--- src/rtl/barcode_seq.sv ---
// Barcode-emulation sequencer: buffers bar/space elements and plays them out on
// BARCODEPWM with exact tick timing, sequencing CURREN/BARCODEEN around playback.
module barcode_seq #(
   parameter int unsigned DEPTH      = 16,
   parameter int unsigned WIDTH_W    = 12,
   parameter int unsigned PRESCALE_W = 8,
   parameter int unsigned WARMUP     = 64
) (
   input  logic                  CLK,
   input  logic                  RST,
   input  logic                  WR_EN,
   input  logic [WIDTH_W:0]      WR_DATA,
   input  logic                  CLEAR,
   output logic                  WR_FULL,
   input  logic                  START,
   input  logic                  ABORT,
   input  logic [PRESCALE_W-1:0] PRESCALE,
   input  logic [3:0]            REPEAT,
   output logic                  BUSY,
   output logic                  DONE,
   output logic                  CURREN,
   output logic                  BARCODEEN,
   output logic                  BARCODEPWM
);

   localparam int unsigned IW = $clog2(DEPTH);
   localparam int unsigned CW = IW + 1;
   localparam int unsigned WW = 10;

   typedef enum logic [1:0] {StIdle, StWarmup, StPlay, StFinish} state_e;

   state_e                state_q, state_d;
   logic [CW-1:0]         count_q, count_d;
   logic [IW-1:0]         idx_q, idx_d, nxt_idx;
   logic [WIDTH_W-1:0]    rem_q, rem_d;
   logic [PRESCALE_W-1:0] pre_q, pre_d, presc_q, presc_d;
   logic [3:0]            rep_q, rep_d;
   logic [WW-1:0]         warm_q, warm_d;
   logic                  lvl_q, lvl_d;
   logic                  wr_ok, load;
   logic [WIDTH_W:0]      nxt_elem;
   logic                  curren_d, baren_d, pwm_d, done_d, busy_d, full_d;

   logic [WIDTH_W:0]      mem [DEPTH];

   // Next-state logic: buffer writes, warm-up countdown and element timing.
   always_comb begin
      state_d = state_q;
      count_d = count_q;
      idx_d   = idx_q;
      rem_d   = rem_q;
      pre_d   = pre_q;
      presc_d = presc_q;
      rep_d   = rep_q;
      warm_d  = warm_q;
      lvl_d   = lvl_q;
      wr_ok   = 1'b0;
      load    = 1'b0;
      nxt_idx = '0;
      if (ABORT) begin
         state_d = StIdle;
      end else begin
         unique case (state_q)
            StIdle: begin
               if (CLEAR) begin
                  count_d = '0;
               end else if (WR_EN && (count_q < CW'(DEPTH))) begin
                  wr_ok   = 1'b1;
                  count_d = count_q + CW'(1);
               end
               if (START && (count_q != '0)) begin
                  presc_d = PRESCALE;
                  rep_d   = REPEAT;
                  warm_d  = WW'(WARMUP - 1);
                  state_d = StWarmup;
               end
            end
            StWarmup: begin
               if (warm_q == '0) begin
                  state_d = StPlay;
                  load    = 1'b1;
               end else begin
                  warm_d = warm_q - WW'(1);
               end
            end
            StPlay: begin
               if (pre_q != '0) begin
                  pre_d = pre_q - PRESCALE_W'(1);
               end else if (rem_q != '0) begin
                  rem_d = rem_q - WIDTH_W'(1);
                  pre_d = presc_q;
               end else if ({1'b0, idx_q} != (count_q - CW'(1))) begin
                  load    = 1'b1;
                  nxt_idx = idx_q + IW'(1);
               end else if (rep_q != '0) begin
                  rep_d = rep_q - 4'd1;
                  load  = 1'b1;
               end else begin
                  state_d = StFinish;
               end
            end
            StFinish: state_d = StIdle;
            default:  state_d = StIdle;
         endcase
      end
      nxt_elem = mem[nxt_idx];
      // Element load: duration 0 plays as one tick, so remaining ticks = max(d,1)-1.
      if (load) begin
         idx_d = nxt_idx;
         rem_d = (nxt_elem[WIDTH_W-1:0] == '0) ? '0 : nxt_elem[WIDTH_W-1:0] - WIDTH_W'(1);
         pre_d = presc_q;
         lvl_d = nxt_elem[WIDTH_W];
      end
      // Outputs decoded from the next state so they are registered yet cycle-exact.
      curren_d = (state_d == StWarmup) || (state_d == StPlay);
      baren_d  = (state_d == StPlay);
      pwm_d    = (state_d == StPlay) && lvl_d;
      done_d   = (state_d == StFinish);
      busy_d   = (state_d != StIdle);
      full_d   = (count_d == CW'(DEPTH));
   end

   // State and registered outputs; reset drops all drive outputs asynchronously.
   always_ff @(posedge CLK or posedge RST) begin
      if (RST) begin
         state_q    <= StIdle;
         count_q    <= '0;
         idx_q      <= '0;
         rem_q      <= '0;
         pre_q      <= '0;
         presc_q    <= '0;
         rep_q      <= '0;
         warm_q     <= '0;
         lvl_q      <= 1'b0;
         CURREN     <= 1'b0;
         BARCODEEN  <= 1'b0;
         BARCODEPWM <= 1'b0;
         DONE       <= 1'b0;
         BUSY       <= 1'b0;
         WR_FULL    <= 1'b0;
      end else begin
         state_q    <= state_d;
         count_q    <= count_d;
         idx_q      <= idx_d;
         rem_q      <= rem_d;
         pre_q      <= pre_d;
         presc_q    <= presc_d;
         rep_q      <= rep_d;
         warm_q     <= warm_d;
         lvl_q      <= lvl_d;
         CURREN     <= curren_d;
         BARCODEEN  <= baren_d;
         BARCODEPWM <= pwm_d;
         DONE       <= done_d;
         BUSY       <= busy_d;
         WR_FULL    <= full_d;
      end
   end

   // Pattern buffer; contents need no reset since count gates every read.
   always_ff @(posedge CLK) begin
      if (wr_ok) begin
         mem[count_q[IW-1:0]] <= WR_DATA;
      end
   end

endmodule

--- config.mk ---
export PLATFORM = sky130hd
export DESIGN_NAME = barcode_seq
export DESIGN_NICKNAME = d
export VERILOG_FILES = /design/src/rtl/barcode_seq.sv
export SDC_FILE = /design/constraint.sdc
export NUM_CORES = 1
export LEC_CHECK = 0
export ABC_AREA = 0
export CAP_MARGIN = 5
export CORE_MARGIN = 3
export CORE_UTILIZATION = 30
export CTS_CLUSTER_SIZE = 12
export DETAILED_ROUTE_END_ITERATION = 8
export PLACE_DENSITY = 0.41
export SYNTH_ARGS = -nofsm -noshare
export SYNTH_HDL_FRONTEND = slang
export SYNTH_SLANG_ARGS = --single-unit
--- constraint.sdc ---
create_clock -name CLK -period 7.25 [get_ports CLK]
set_clock_uncertainty 0.1 [all_clocks]
set_input_delay 1.45 -clock CLK [delete_from_list [all_inputs] [get_ports CLK]]
set_output_delay 1.45 -clock CLK [all_outputs]
set_load 0.03 [all_outputs]
# Word level (Yosys, flattened, before mapping)
# Memory sizes are Yosys's and may differ from the RTL's.
# Cells that the tools add are included.
# word_totals
ff_bits	60
ramBits	208
inputBits	31
out_inout_bits	6
word_cells	115
memories	1
# memory_table
memory	words	word_bits	read_ports	rd_clocked_by_memory_dff	write_ports	line	rtl
mem	16	13	1	0	1	44	logic [WIDTH_W:0] mem [DEPTH];
# op_classes
n_addsub	8
magnitude_cmp	1
n_eq_ne	16
n_mux	51
bitwise_logic	1
reduce_logical	22
# op_table
cell	count
$mux W12	6
$mux W4	10
$mux W8	5
$sub A12 B1 Y12 const B	2
$mux W10	2
$mux W5	4
$pmux W10 S2	1
$mux W2	7
$ne A2 B2 Y1 const B	7
$mux W1	13
$logic_not A12 Y1	1
$reduce_bool A12 Y1	1
$logic_not A10 Y1	1
$reduce_bool A2 Y1	5
$sub A10 B1 Y10 const B	1
$eq A2 B2 Y1 const B	4
$pmux W2 S4	1
$pmux W4 S2	1
$reduce_and A4 Y1	2
$reduce_bool A8 Y1	1
$sub A8 B1 Y8 const B	1
$reduce_and A7 Y1	1
$reduce_and A3 Y1	2
$add A5 B1 Y5 const B	1
other kinds (16)	19

# Longest topological paths before layout
# An unclocked memory read counts as a cell.
# depth
ltp_word	11
depth_mapped	17
mapped_depth_nobuf	15

# Worst setup path before layout
# OpenSTA, ideal clock, no wires.
# synth_timing
kind	input-to-reg
startpoint	input port ABORT
endpoint	register rem_q[5]
setup_ns	0.119
arrival_ns	4.150
required_time_ns	7.031
setup_slack_ns	2.881
cell_stages	14
path_buffers	2
cell_sequence	nand2b_1 or4_4 or3_1 buf_2 or4_1 o21ai_1 a21boi_1 ha_1 inv_1 nor2_1 a41o_1 buf_6 o22ai_1 o21a_1
# synth_via
elab_chain_len	5
elab_cells_between_ends	12
# synth_lines
element	line	rtl
start: declaration	16	input logic ABORT,
$mux W4	60	if (ABORT) begin
$mem_v2 Z16 W13	--	
$sub A12 B1 Y12 or $logic_not A12 Y1 (tied branches)	110	rem_d = (nxt_elem[WIDTH_W-1:0] == '0) ? '0 : nxt_elem[WIDTH_W-1:0] - WIDTH_W'(1);
$mux W12	110	
$mux W12	108	if (load) begin
end signal: assignment	145	rem_q <= rem_d;
end: declaration	35	logic [WIDTH_W-1:0] rem_q, rem_d;
# Parallel ways exist; a longest one is shown, timed or not.
# A chain may end at the register's enable or synchronous reset.

# Final worst setup path
# layout_timing
startpoint	input port ABORT
endpoint	register rem_q[4]
# The elaborated chain is that of the path after synthesis.

==> flow_summary_export.csv <==
group,metric,value,unit
global_route,grt_overflow,0,
global_route,grt_max_degree,61,
critical_path,r2r_slack,2.38,ns
logic_synthesis,yosysSeqAreaShare,64.41,%
logic_synthesis,synth_edf_count,208,
critical_path,cp-start-kind,"input port",
critical_path,crit_start,"ABORT",
power_and_ir_drop,power_density,271.8,nW/µm²
cells_and_area,syn2layout_area_growth,16.55,%
route,drt_wl_total,32430,µm
clock_tree,htreeDepth,1,
logic_synthesis,synth-seq-cells,268,
critical_path,path_class,"in -> reg",
cells_and_area,final.fill_count,3847,
cells_and_area,final_cells,1469,
clock_tree,clk_pin_slew,0.06,ns
logic_synthesis,ys_types,71,
critical_path,cp-end-kind,"flop",
logic_synthesis,yosysWarnings,0,
critical_path,cp.required,7.60,ns
die,coreArea,39100,µm²
cells_and_area,final_nets,978,
critical_path,cp_common_cell,"nor3_2",
placement,dp_hpwl,21010,µm
clock_tree,insertion_delay,0.58,ns
cells_and_area,antennaDiodeCount,0,
clock_tree,clock_tree.buffer_depth,3,
route,vias,7439,
critical_path,r2r_start,"state_q[0]",
die,start_util,30.76,%
sta,min_period_over_period,74.27,%
logic_synthesis,netlist_instances,886,
sta,min_period,5.385,ns
global_route,antenna_found_initial,0,
route,drc,0,
sta,worst_pin_slew,1.078,ns
critical_path,worstPathCellList,"clkdlybuf4s50_1, nand2b_1, or4_4, nor3_2, nand3_1, o21a_1, a21oi_1, and4bb_2, a41o_1, nor3_2, nor3_1, nor3_2",
critical_path,slowest_delay,0.61,ns
sta,finalSetupViolCount,0,
logic_synthesis,synth-simple-area-share,11.64,%
sta,setup_tns,0,ns
critical_path,arrival,5.74,ns
route,via_per_inst,5.064,
sta,slew_violations,0,
placement,placed_cells,1415,
clock_tree,cts.hold.buffers_added,0,
route,firstDrtPassIters,5,
route,antenna_left,0,
status,status,"complete, no violations",
sta,relSlewSlack,27.54,%
logic_synthesis,synth_compound_area_share,9.425,%
power_and_ir_drop,power.leakage,0.004749,µW
critical_path,path_max_fanout,13,
power_and_ir_drop,ir_worst_vdd,0.1729,mV
placement,portBuffers,36,
cells_and_area,drive_above_1_share,13.14,%
die,die_h,206.2,µm
logic_synthesis,ys.flop_type,"edfxtp_1",
cells_and_area,ff_latch_area,7751,µm²
die,die_x,206.2,µm
worst_hold_path,hp-class,"reg -> reg",
worst_hold_path,hp-start,"pre_q[0]",
clock_tree,cts_setup_buffers,0,
global_route,grt_pass1_vias,7408,
logic_synthesis,synth_area,12030,µm²
sta,rsz0062_at_grt,"false",
clock_tree,ctsResizeCount,0,
clock_tree,cts-root-buf,"clkbuf_16",
logic_synthesis,synth_xor_area_share,2.112,%
clock_tree,clock_sinks,268,
sta,clock.fmax,0.1857,GHz
logic_synthesis,syn_nets,935,
global_route,grt_use_total,15.47,%
logic_synthesis,synth_mux_area_share,8.218,%
route,wl_per_cell,22.08,µm
logic_synthesis,synthAdderAreaFrac,1.872,%
global_route,grt_pass1_wl,49150,µm
logic_synthesis,synth_top_family_by_area,"simple AND/OR/NAND/NOR gates",
cells_and_area,multi_input_area,4030,µm²
route,drt_iter0_markers,507,
logic_synthesis,avgSynthCellArea,13.58,µm²
die,num_rows,72,
logic_synthesis,async_reset_ff_share,22.39,%
die,die_area,42530,µm²
sta,hold_viol,0,
job,cap_violations,0,
critical_path,cpMaxStageDelayCell,"nor3_2",
clock_tree,numCtsBuffers,30,
clock_tree,cts_tree,"built",
placement,finalWeightedCongestion,0.8546,
die,ios,37,
through the flow:
step	worst slack, ns	power [µW]	hold slack [ns]	utilization [%]	cell area (µm²)
final	1.865	3810	0.4107	35.86	14020
after global routing	1.547	3993	0.4455	35.86	14020
after CTS	1.860	3866	0.4130	35.86	14020
after detailed placement	1.265	2289	0.3929	33.28	13010
after global placement	1.390	2292	0.3989	33.28	13010
after floorplan	2.881	2136	0.3390	-	12030
final timing paths:
check / to / cells past startpoint
max: rem_q[4] / 12
min: pre_q[0] / 1
max reg2reg: rem_q[4] / 13
min reg2reg: pre_q[0] / 1
max in group asynchronous: idx_q[0] / 3
min in group asynchronous: pre_q[1] / 3
layout make-up:
class | instances | area share (%)
Tap cell | 518 | 4.623
Clock buffer | 37 | 5.543
Inverter | 29 | 0.7765
Clock inverter | 17 | 1.642
Sequential cell | 268 | 55.29
Multi-Input combinational cell | 549 | 28.75
Timing Repair Buffer | 51 | 3.374
flip-flops by register name, indices dropped and copies added (netlist names), 2 cells and up:
register	cells
count_q	5
idx_q	4
mem	208
pre_q	8
presc_q	8
rem_q	12
rep_q	4
state_q	2
warm_q	10
placed cells by master (no fill, tap or decap), drive strengths merged, types with 6 or more instances in the layout:
| master | n |
|---|---|
| clkinv | 12 |
| nand3 | 31 |
| xor2 | 11 |
| a211oi | 7 |
| o21a | 8 |
| clkbuf | 37 |
| nor2b | 7 |
| mux2 | 24 |
| o2111ai | 6 |
| nand3b | 6 |
| buf | 15 |
| or2 | 6 |
| mux2i | 20 |
| nor4 | 14 |
| inv | 29 |
| o22ai | 12 |
| dfrtp | 60 |
| ha | 18 |
| and2 | 13 |
| nor2 | 69 |
| nand2b | 7 |
| or3 | 6 |
| mux4 | 23 |
| a21oi | 47 |
| nor3 | 32 |
| xnor2 | 18 |
| and3 | 6 |
| edfxtp | 208 |
| nand2 | 37 |
| o21ai | 34 |
| a221oi | 10 |
| a31oi | 16 |
| clkdlybuf4s50 | 36 |
| or4 | 6 |
cell families after synthesis:
family	after synthesis
xor gates and xnor gates	29
muxes	67
adders and majority gates	18
DFF	268
and+or+nand+nor	260
AOI/OAI and AO/OA	175
buffers and inverters	69
synthesized netlist by cell type, types with 12 or more instances:
| cell | count | area, µm² |
|---|---|---|
| nor4_1 | 13 | 81.33 |
| dfrtp_1 | 60 | 1501 |
| mux2i_1 | 20 | 200.2 |
| mux2_2 | 20 | 225.2 |
| nor3_1 | 26 | 130.1 |
| nor2_1 | 68 | 255.2 |
| ha_1 | 18 | 225.2 |
| o21ai_0 | 28 | 140.1 |
| o22ai_1 | 12 | 75.07 |
| edfxtp_1 | 208 | 6246 |
| and2_1 | 13 | 81.33 |
| inv_1 | 29 | 108.9 |
| a21oi_1 | 47 | 235.2 |
| xnor2_1 | 18 | 157.7 |
| a31oi_1 | 16 | 100.1 |
| mux4_2 | 23 | 518.0 |
| clkbuf_1 | 25 | 93.84 |
| nand2_1 | 37 | 138.9 |
| nand3_1 | 30 | 150.1 |
power by group:
part	leakage, µW	internal [µW]	total (µW)	switching, µW
Clock	0.000494	937	1550	615
Combinational	0.00162	179	441	262
Sequential	0.00263	1750	1820	69.6
Total	0.00475	2860	3810	946
metal layers:
layer	wire length, µm	vias up	GRT usage, %
met4	635	0	3.442
met3	1248	46	2.252
met5	0	-	0
li1	-	3502	-
met1	15020	3744	21.68
met2	15530	147	25.62
worst max-delay path: cells and delay by family:
kind / cells / cell delay [ns]
AO/OA/AOI/OAI: 3 / 0.99
AND/OR/NAND/NOR: 8 / 2.70
buffers and inverters: 1 / 0.59
No activity file was read; power rests on OpenSTA's default activity.
